==> src/rtl/cpu_pkg.sv <==
// Shared fetch-side types and defaults: FSM encoding, FIFO entry layout, boot address.
package cpu_pkg;

  typedef enum logic [1:0] {
    IDLE     = 2'd0,
    REQ      = 2'd1,
    WAIT_GNT = 2'd2
  } fetch_state_e;

  typedef struct packed {
    logic [31:0] rdata;
    logic [31:0] addr;
  } fetch_entry_t;

  localparam logic [31:0] BOOT_ADDR_DEFAULT = 32'h0000_0000;

  function automatic logic [31:0] word_align(input logic [31:0] a);
    return a & ~32'h3;
  endfunction

endpackage

==> src/rtl/fetch_fifo.sv <==
// Synchronous FIFO with flush and free-slot count; data visible the cycle after push (no bypass).
// Push at full is dropped unless a pop happens in the same cycle; flush overrides push and pop.
module fetch_fifo #(
  parameter int DEPTH = 4,
  parameter int WIDTH = 64,
  localparam int AW = $clog2(DEPTH)
) (
  input  logic             clk_i,
  input  logic             rstn_i,
  input  logic             push_i,
  input  logic [WIDTH-1:0] data_i,
  input  logic             pop_i,
  input  logic             flush_i,
  output logic [WIDTH-1:0] data_o,
  output logic             full_o,
  output logic             empty_o,
  output logic [AW:0]      free_o
);

  logic [WIDTH-1:0] mem_q [DEPTH];
  logic [AW-1:0]    wr_ptr_q, rd_ptr_q;
  logic [AW:0]      count_q;
  logic             do_push, do_pop;

  assign empty_o = (count_q == '0);
  assign full_o  = (count_q == (AW+1)'(DEPTH));
  assign free_o  = (AW+1)'(DEPTH) - count_q;
  assign data_o  = mem_q[rd_ptr_q];

  assign do_pop  = pop_i && !empty_o;
  assign do_push = push_i && (!full_o || do_pop);

  always_ff @(posedge clk_i or negedge rstn_i) begin
    if (!rstn_i) begin
      for (int i = 0; i < DEPTH; i++) mem_q[i] <= '0;
      wr_ptr_q <= '0;
      rd_ptr_q <= '0;
      count_q  <= '0;
    end else if (flush_i) begin
      wr_ptr_q <= '0;
      rd_ptr_q <= '0;
      count_q  <= '0;
    end else begin
      if (do_push) begin
        mem_q[wr_ptr_q] <= data_i;
        wr_ptr_q        <= wr_ptr_q + AW'(1);
      end
      if (do_pop) rd_ptr_q <= rd_ptr_q + AW'(1);
      count_q <= count_q + (AW+1)'(do_push) - (AW+1)'(do_pop);
    end
  end

endmodule

==> src/rtl/prefetch_buffer.sv <==
// Instruction prefetcher: issues sequential word fetches, tracks in-flight responses, buffers them
// in fetch_fifo, and on redirect flushes the buffer and discards stale responses.
module prefetch_buffer
  import cpu_pkg::*;
#(
  parameter int          FIFO_DEPTH      = 4,
  parameter int          MAX_OUTSTANDING = 2,
  parameter logic [31:0] BOOT_ADDR       = BOOT_ADDR_DEFAULT
) (
  input  logic        clk_i,
  input  logic        rstn_i,
  input  logic        req_i,
  input  logic        branch_i,
  input  logic [31:0] branch_addr_i,
  output logic        fetch_valid_o,
  input  logic        fetch_ready_i,
  output logic [31:0] fetch_rdata_o,
  output logic [31:0] fetch_addr_o,
  output logic        instr_req_o,
  output logic [31:0] instr_addr_o,
  input  logic        instr_gnt_i,
  input  logic        instr_rvalid_i,
  input  logic [31:0] instr_rdata_i
);

  localparam int CW = $clog2(MAX_OUTSTANDING + 2);
  localparam int FW = $clog2(FIFO_DEPTH) + 1;

  fetch_state_e  state_q;
  logic          instr_req_q;
  logic [31:0]   instr_addr_q;
  logic [31:0]   pc_q;
  logic [31:0]   rsp_addr_q;
  logic [CW-1:0] out_q, out_d;
  logic [CW-1:0] discard_q, discard_d;

  logic          gnt_ev, pending, push, fifo_push, pop, issue_ok;
  logic          fifo_full, fifo_empty;
  logic [FW-1:0] fifo_free;
  logic [31:0]   free_d, target, next_pc;
  fetch_entry_t  wr_entry, rd_entry;

  assign gnt_ev  = instr_req_q && instr_gnt_i;
  assign pending = instr_req_q && !instr_gnt_i;
  assign target  = word_align(branch_addr_i);
  assign next_pc = branch_i ? target : pc_q;

  // Responses in the redirect cycle or still owed to the old path never enter the buffer.
  assign push      = instr_rvalid_i && !branch_i && (discard_q == '0);
  assign fifo_push = push && (!fifo_full || pop);
  assign pop       = fetch_valid_o && fetch_ready_i && !branch_i;

  always_comb begin
    out_d = out_q;
    if (gnt_ev && !instr_rvalid_i)      out_d = out_q + CW'(1);
    else if (!gnt_ev && instr_rvalid_i) out_d = out_q - CW'(1);
  end

  // A request stalled at redirect time will still be granted on its old address, so its
  // response is counted as stale up front.
  always_comb begin
    discard_d = discard_q;
    if (branch_i)                                 discard_d = out_d + CW'(pending);
    else if (instr_rvalid_i && discard_q != '0)   discard_d = discard_q - CW'(1);
  end

  always_comb begin
    if (branch_i) free_d = 32'(FIFO_DEPTH);
    else          free_d = 32'(fifo_free) - 32'(fifo_push) + 32'(pop);
  end

  assign issue_ok = req_i && (32'(out_d) < 32'(MAX_OUTSTANDING)) && (free_d > 32'(out_d));

  always_ff @(posedge clk_i or negedge rstn_i) begin
    if (!rstn_i) begin
      state_q      <= IDLE;
      instr_req_q  <= 1'b0;
      instr_addr_q <= '0;
      pc_q         <= BOOT_ADDR;
    end else begin
      case (state_q)
        IDLE: begin
          if (issue_ok) begin
            state_q      <= REQ;
            instr_req_q  <= 1'b1;
            instr_addr_q <= next_pc;
            pc_q         <= next_pc + 32'd4;
          end else if (branch_i) begin
            pc_q <= target;
          end
        end
        REQ, WAIT_GNT: begin
          if (!instr_gnt_i) begin
            state_q <= WAIT_GNT;
            if (branch_i) pc_q <= target;
          end else if (issue_ok) begin
            state_q      <= REQ;
            instr_addr_q <= next_pc;
            pc_q         <= next_pc + 32'd4;
          end else begin
            state_q     <= IDLE;
            instr_req_q <= 1'b0;
            if (branch_i) pc_q <= target;
          end
        end
        default: begin
          state_q     <= IDLE;
          instr_req_q <= 1'b0;
        end
      endcase
    end
  end

  // Accepted responses are in order and sequential since the last redirect.
  always_ff @(posedge clk_i or negedge rstn_i) begin
    if (!rstn_i) begin
      out_q      <= '0;
      discard_q  <= '0;
      rsp_addr_q <= BOOT_ADDR;
    end else begin
      out_q     <= out_d;
      discard_q <= discard_d;
      if (branch_i)  rsp_addr_q <= target;
      else if (push) rsp_addr_q <= rsp_addr_q + 32'd4;
    end
  end

  assign wr_entry.rdata = instr_rdata_i;
  assign wr_entry.addr  = rsp_addr_q;

  fetch_fifo #(
    .DEPTH (FIFO_DEPTH),
    .WIDTH ($bits(fetch_entry_t))
  ) u_fifo (
    .clk_i   (clk_i),
    .rstn_i  (rstn_i),
    .push_i  (fifo_push),
    .data_i  (wr_entry),
    .pop_i   (pop),
    .flush_i (branch_i),
    .data_o  (rd_entry),
    .full_o  (fifo_full),
    .empty_o (fifo_empty),
    .free_o  (fifo_free)
  );

  assign fetch_valid_o = !fifo_empty;
  assign fetch_rdata_o = rd_entry.rdata;
  assign fetch_addr_o  = rd_entry.addr;
  assign instr_req_o   = instr_req_q;
  assign instr_addr_o  = instr_addr_q;

endmodule

==> config.mk <==
export PLATFORM = sky130hd
export DESIGN_NAME = prefetch_buffer
export DESIGN_NICKNAME = d
export VERILOG_FILES = /design/src/rtl/cpu_pkg.sv /design/src/rtl/fetch_fifo.sv /design/src/rtl/prefetch_buffer.sv
export SDC_FILE = /design/constraint.sdc
export NUM_CORES = 1
export LEC_CHECK = 0
export CAP_MARGIN = 10
export CORE_MARGIN = 1
export CORE_UTILIZATION = 54
export CTS_BUF_LIST = sky130_fd_sc_hd__clkbuf_4
export DETAILED_ROUTE_END_ITERATION = 10
export GPL_ROUTABILITY_DRIVEN = 1
export PLACE_DENSITY = 0.84
export SLEW_MARGIN = 10
export SYNTH_ARGS = -nofsm -noshare
export SYNTH_HDL_FRONTEND = slang
export SYNTH_SLANG_ARGS = --single-unit
export TNS_END_PERCENT = 10
==> constraint.sdc <==
create_clock -name clk_i -period 4.3 [get_ports clk_i]
set_input_delay 0.43 -clock clk_i [delete_from_list [all_inputs] [get_ports clk_i]]
set_output_delay 0.43 -clock clk_i [all_outputs]
set_load 0.005 [all_outputs]
======== Yosys cells after proc, flatten, opt, wreduce, memory -nomap -nowiden ========
Cells that the tools add are included.
cells by class
  equality and inequality tests ........... 6
  muxes and demuxes ....................... 33
  bitwise operators ....................... 3
  magnitude comparators ................... 5
  add/sub/neg operators ................... 13
  reduce and logical (&&, ||, !) cells .... 36
operators by type and width
  operator                                                   number
  bitwise mux 256 bit                                        1
  2-to-1 mux 32 bit                                          8
  2-to-1 mux 64 bit                                          3
  binary-select mux 64 bit (select 2 bit)                    1
  demux 64 bit (select 2 bit)                                1
  case mux 32 bit (2 select lines)                           2
  adder 32 x 3 -> 32 bit (second input constant)             2
  > comparator 32 x 2 -> 1 bit                               1
  2-to-1 mux 2 bit                                           10
  logical AND 1 bit                                          15
  nonzero test 2 bit                                         6
  adder 2 x 1 -> 2 bit (second input constant)               3
  greater-or-equal comparator 3 bit (second input constant)  2
  logical NOT 1 bit                                          6
  inequality test 2 bit (second input constant)              3
  NOT 2 -> 3 bit                                             2
  adder 4 x 2 -> 5 bit                                       1
  logical NOT 2 bit                                          2
  2-to-1 mux 1 bit                                           4
  case mux 2 bit (2 select lines)                            1
  AND reduction 2 bit                                        2
  subtractor 2 x 1 -> 2 bit (second input constant)          2
  subtractor 3 x 1 -> 4 bit                                  1
  adder 3 x 1 -> 3 bit                                       1
  other kinds (15)                                           16
word-level totals
  bits of input ports ..................... 71
  register bits ........................... 366
  output and inout bits ................... 98
  word-level logic and storage cells ...... 110

======== Depth between registers and ports, before layout ========
  depth after elaboration ................. 14
  mapped depth ............................ 20
  depth with buffers taken out ............ 19

======== Modules after synthesis ========
From an unflattened synthesis, not the netlist that was laid out.
second synthesis, totals
  cell total of the unflattened synthesis .. 1353
  area, all modules ....................... 17724.5 um^2
by module, submodules not included
  module           instances  cells an instance  sequential area each (um^2)  area an instance (um^2)
  fetch_fifo       1          671                6581.3                       11572.3
  prefetch_buffer  1          682                2527.4                       6152.2

======== Least setup slack after synthesis ========
Ideal clock, no wire load.
  path kind ............................... input to register
  start ................................... in branch_i
  end ..................................... reg pc_q[8]
  setup slack ............................. -0.232 ns
  data arrival time ....................... 4.406 ns
  library setup time ...................... 0.126 ns
  data required time ...................... 4.174 ns
  path buffers ............................ 8
  cell stages on the path ................. 20
  cells stage by stage .................... buf_6 -> buf_6 -> buf_4 -> buf_2 -> clkbuf_1 -> clkbuf_1 -> buf_1 -> nor2_1 -> ha_1 -> ha_1 -> nor2b_1 -> ha_1 -> nor2b_1 -> a2bb2oi_1 -> a211oi_2 -> a211o_4 -> buf_6 -> nor4_2 -> xor2_1 -> a221o_1
on the way
  longest elaborated chain between the ends .. 12
  elaborated cells between the ends (all ways) .. 16
  those cells by class .................... add/sub (3); order compare (1); mux (5); reduce/logical (7)
RTL lines
  element                                                       line                                          source
  start, declared                                               prefetch_buffer.sv:13                         input logic branch_i,
  logical NOT 1 bit                                             prefetch_buffer.sv:49, prefetch_buffer.sv:51
  logical AND 1 bit (on tied branches)                          prefetch_buffer.sv:49, prefetch_buffer.sv:51
  logical AND 1 bit / logical OR 1 bit (equally long branches)  prefetch_buffer.sv:49, prefetch_buffer.sv:50
  logical AND 1 bit                                             prefetch_buffer.sv:50                         assign fifo_push = push && (!fifo_full || pop);
  subtractor 3 x 1 -> 4 bit                                     prefetch_buffer.sv:69                         else free_d = 32'(fifo_free) - 32'(fifo_push) + 32'(pop);
  adder 4 x 2 -> 5 bit                                          prefetch_buffer.sv:69
  2-to-1 mux 32 bit                                             prefetch_buffer.sv:68                         if (branch_i) free_d = 32'(FIFO_DEPTH);
  > comparator 32 x 2 -> 1 bit                                  prefetch_buffer.sv:72                         assign issue_ok = req_i && (32'(out_d) < 32'(MAX_OUTSTANDING)) && (free_d > 32'(out_d));
  logical AND 1 bit                                             prefetch_buffer.sv:72
  2-to-1 mux 32 bit                                             prefetch_buffer.sv:83                         if (issue_ok) begin
  2-to-1 mux 32 bit                                             prefetch_buffer.sv:93                         if (!instr_gnt_i) begin
  case mux 32 bit (2 select lines) *                            prefetch_buffer.sv:81                         case (state_q)
  end signal, assigned                                          prefetch_buffer.sv:87                         pc_q <= next_pc + 32'd4;
  end signal, assigned                                          prefetch_buffer.sv:89                         pc_q <= target;
  end signal, assigned                                          prefetch_buffer.sv:95                         if (branch_i) pc_q <= target;
  end, declared                                                 prefetch_buffer.sv:32                         logic [31:0] pc_q;
Mark *: on every way between the ends. The rest lies on a longest branch, timed or not.
A chain may end at the register's enable or synchronous reset.

======== Worst setup path after layout ========
  start ................................... reg u_fifo.count_q[1]
  end ..................................... reg pc_q[7]
on the way
  longest elaborated chain between the ends .. 14
  elaborated cells between the ends (all ways) .. 17
  those cells by class .................... add/sub (3); order compare (1); eq/ne (1); mux (4); reduce/logical (8)
RTL lines
  element                             line                    source
  start, declared                     fetch_fifo.sv:22        logic [AW:0] count_q;
  start signal, assigned              fetch_fifo.sv:49        count_q <= count_q + (AW+1)'(do_push) - (AW+1)'(do_pop);
  logical NOT 3 bit                   fetch_fifo.sv:25        assign empty_o = (count_q == '0);
  logical NOT 1 bit                   prefetch_buffer.sv:147  assign fetch_valid_o = !fifo_empty;
  logical AND 1 bit (2 in a row)      prefetch_buffer.sv:51   assign pop = fetch_valid_o && fetch_ready_i && !branch_i;
  logical OR 1 bit                    prefetch_buffer.sv:50
  logical AND 1 bit                   prefetch_buffer.sv:50
  subtractor 3 x 1 -> 4 bit           prefetch_buffer.sv:69
  adder 4 x 2 -> 5 bit *              prefetch_buffer.sv:69
  2-to-1 mux 32 bit *                 prefetch_buffer.sv:68
  > comparator 32 x 2 -> 1 bit *      prefetch_buffer.sv:72
  logical AND 1 bit *                 prefetch_buffer.sv:72
  2-to-1 mux 32 bit *                 prefetch_buffer.sv:83
  2-to-1 mux 32 bit                   prefetch_buffer.sv:93
  case mux 32 bit (2 select lines) *  prefetch_buffer.sv:81
Marks and branches as above.

==> impl_metrics.json <==
{
  "run_status": "completed",
  "setup_viol": 0,
  "syn_area_um2": 17300,
  "p_total_mw": 12.0,
  "fin_worst_skew_ns": 0.0445,
  "rr_endpoint": "pc_q[7]",
  "power_density_nw_per_um2": 577,
  "finalWeightedCongestion": 0.865,
  "worst_ep_required_time_ns": 4.88,
  "seq_area_frac_synth_pct": 51.5,
  "layout_commonest_cell": "dfrtp_1",
  "r2r-start": "u_fifo.count_q[1]",
  "die_area_um2": 32700,
  "synthMuxAreaShare_pct": 25.9,
  "synth-simple-area-share_pct": 8.52,
  "tightest_slew_ns": 0.913,
  "cts_tree": "done",
  "synth-xor-area-share_pct": 3.23,
  "first_iter_violations": 761,
  "final_cell_mix": "dfrtp_1, mux2_2, clkdlybuf4s50_1",
  "final_core_util_pct": 65.7,
  "grt_pass1_vias": 12300,
  "synth_top_family_by_area": "multiplexers",
  "remaining_drc_errors": 0,
  "stdcell_area_um2": 20700,
  "post-route-period-util_pct": 97.6,
  "syn_avg_cell_area_um2": 13.0,
  "synth_compound_area_share_pct": 5.98,
  "tns_ns": 0,
  "clkLatencyLatePin_ns": 0.70,
  "p_leak_nw": 9.15,
  "clock-sinks": 356,
  "hold_class": "primary input to flop",
  "core-area_um2": 31600,
  "crit_arrival_ns": 4.78,
  "ant_nets": 0,
  "grt_overflow": 0,
  "final_cells": 2012,
  "hold-worst-slack_ns": 0.116,
  "ys_seq_elements": 356,
  "synthCells": 1330,
  "reg2reg_slack_ns": 0.10,
  "nets": 1650,
  "vias": 11800,
  "grt_usage_pct": 24.2,
  "placed_cells": 1848,
  "fin_ws_ns": 0.104,
  "antenna_found_initial": 2,
  "dr.pass1.iters": 5,
  "synth_edf_count": 0,
  "slew_violations": 0,
  "dp_hpwl_um": 25100,
  "synth_ff_type": "dfrtp_1",
  "avgViaCountPerCell": 5.85,
  "io_buffers": 164,
  "fin_crit_ns": 4.20,
  "cap_violations": 0,
  "startpoint": "u_fifo.count_q[1]",
  "clockRootBuffer": "clkbuf_4",
  "start_util_pct": 54.8,
  "io_pins": 169,
  "timing.slew.headroom_pct": 39.2,
  "async_flop_share_pct": 100,
  "final_layout_size_suffix_gt1_share_pct": 34.1,
  "wl_per_cell_um": 19.6,
  "critical_path.endpoint": "pc_q[7]",
  "grt_max_degree": 112,
  "ys_types": 72,
  "num_rows": 65,
  "fillers": 2260,
  "cts_buffers": 89,
  "r2r_cells": 21,
  "cp_max_fo": 5,
  "hold_viol": 0,
  "register_area_um2": 8910,
  "path_clk_slew_ns": 0.07,
  "clk_path_buf_depth": 3,
  "crit_path_end_kind": "flop",
  "ys_warn_count": 0,
  "die_h_um": 181,
  "critPathKind": "flop to flop",
  "routed_wl_um": 39400,
  "detailed_place.area_um2": 19400,
  "ir_drop_v": 0.000394,
  "multi_input_area_um2": 7940,
  "grt_pass1_wl_um": 63300,
  "htree_levels": 3,
  "start_kind": "flop",
  "pre_cts_slack_ns": -0.0834,
  "die_w_um": 181,
  "syn_to_final_growth_pct": 19.8,
  "synthAdderAreaFrac_pct": 1.64,
  "timing.fmax_mhz": 238
}
-- critical path, stage by stage (launching register included) --
cell and delay, ns:
dfrtp_1 0.37, inv_2 0.06, ha_4 0.16, ha_2 0.16, inv_2 0.06, nand2_2 0.05, a211oi_2 0.26, ha_2 0.33
inv_2 0.05, ha_2 0.19, ha_1 0.23, nor2b_1 0.14, ha_1 0.33, nor2b_4 0.14, a2bb2oi_2 0.17, a211oi_4 0.44
a211o_4 0.26, buf_12 0.11, buf_4 0.10, nor3_4 0.04, xor2_1 0.15, a221o_1 0.31
-- Yosys cell counts, types with 4 or more instances --
library cell	n	area, µm²
dfrtp_1	356	8910
mux2_2	255	2870
nand2_1	94	353
nor2_1	65	244
mux4_2	62	1400
o21ai_0	41	205
a21oi_1	33	165
xnor2_1	32	280
inv_1	30	113
xor2_1	30	263
clkbuf_1	28	105
nand3_1	27	135
nor2b_1	23	144
buf_4	21	158
ha_1	21	263
mux2i_1	21	210
buf_2	19	95.1
nand4_1	16	100
a31oi_1	15	93.8
and3_1	12	75.1
buf_1	12	45.0
o211ai_1	10	75.1
a221o_1	8	80.1
and2_1	8	50.1
nand2b_1	8	50.1
or3_1	7	43.8
a21o_1	6	45.0
nor3_1	5	25.0
a211oi_1	4	30.0
and4_1	4	35.0
-- logic make-up after synthesis --
group                      Yosys count
other                                1
xor gates and xnor gates            63
AOI/OAI and AO/OA                  149
and+or+nand+nor                    287
buffers and inverters              114
adders and majority gates           22
DFF                                356
muxes                              338
-- report_power, final --
group          total (mW)  switching, mW  internal [mW]
combinational        4.51           1.75           2.75
sequential           4.78          0.596           4.18
clock                2.67           1.32           1.35
total                12.0           3.67           8.29
-- metal layers --
| layer | track usage (%) | up-vias | share of wire, % |
|---|---|---|---|
| li1 | - | 5296 | - |
| met4 | 7.66 | 0 | 1.6 |
| met1 | 33.1 | 6000 | 44 |
| met3 | 4.62 | 59 | 6.3 |
| met2 | 39.4 | 416 | 48 |
| met5 | 0 | - | 0 |
-- how the worst min path moves through the flow --
| stage | from | endpoint | depth (start not counted) |
|---|---|---|---|
| finish | branch_i | discard_q[1] | 2 |
| global route | branch_i | discard_q[1] | 2 |
| CTS | branch_i | discard_q[1] | 2 |
| detailed placement | pc_q[1] | pc_q[1] | 1 |
| global placement | pc_q[13] | pc_q[13] | 2 |
| floorplan | rstn_i | discard_q[0] | 0 |
-- flip-flops by register name, summed over array words and instances, names as in the netlist --
signal and count:
u_fifo.wr_ptr_q 2, u_fifo.count_q 3, u_fifo.rd_ptr_q 2, u_fifo.mem_q 248, instr_req_o 1, rsp_addr_q 30, instr_addr_o 32, discard_q 2
out_q 2, pc_q 32, state_q 2
-- what timing repair did --
item / in CTS / in global routing
endpoints found under the setup margin: 0 / 64
resized for setup: 0 / 25
endpoints found under the hold margin: 107 / 0
hold buffers: 1 / 0
setup buffers: 0 / 18
-- final cells by class --
type | instances | area share, %
antenna | 2 | 0.0242
clock buffer | 121 | 4.38
clock inverter | 21 | 0.604
inverter | 31 | 0.562
multi-input combinational | 862 | 38.3
sequential | 356 | 43.0
tap | 402 | 2.43
timing repair buffer | 217 | 10.7
(Power assumes the default switching activity.)
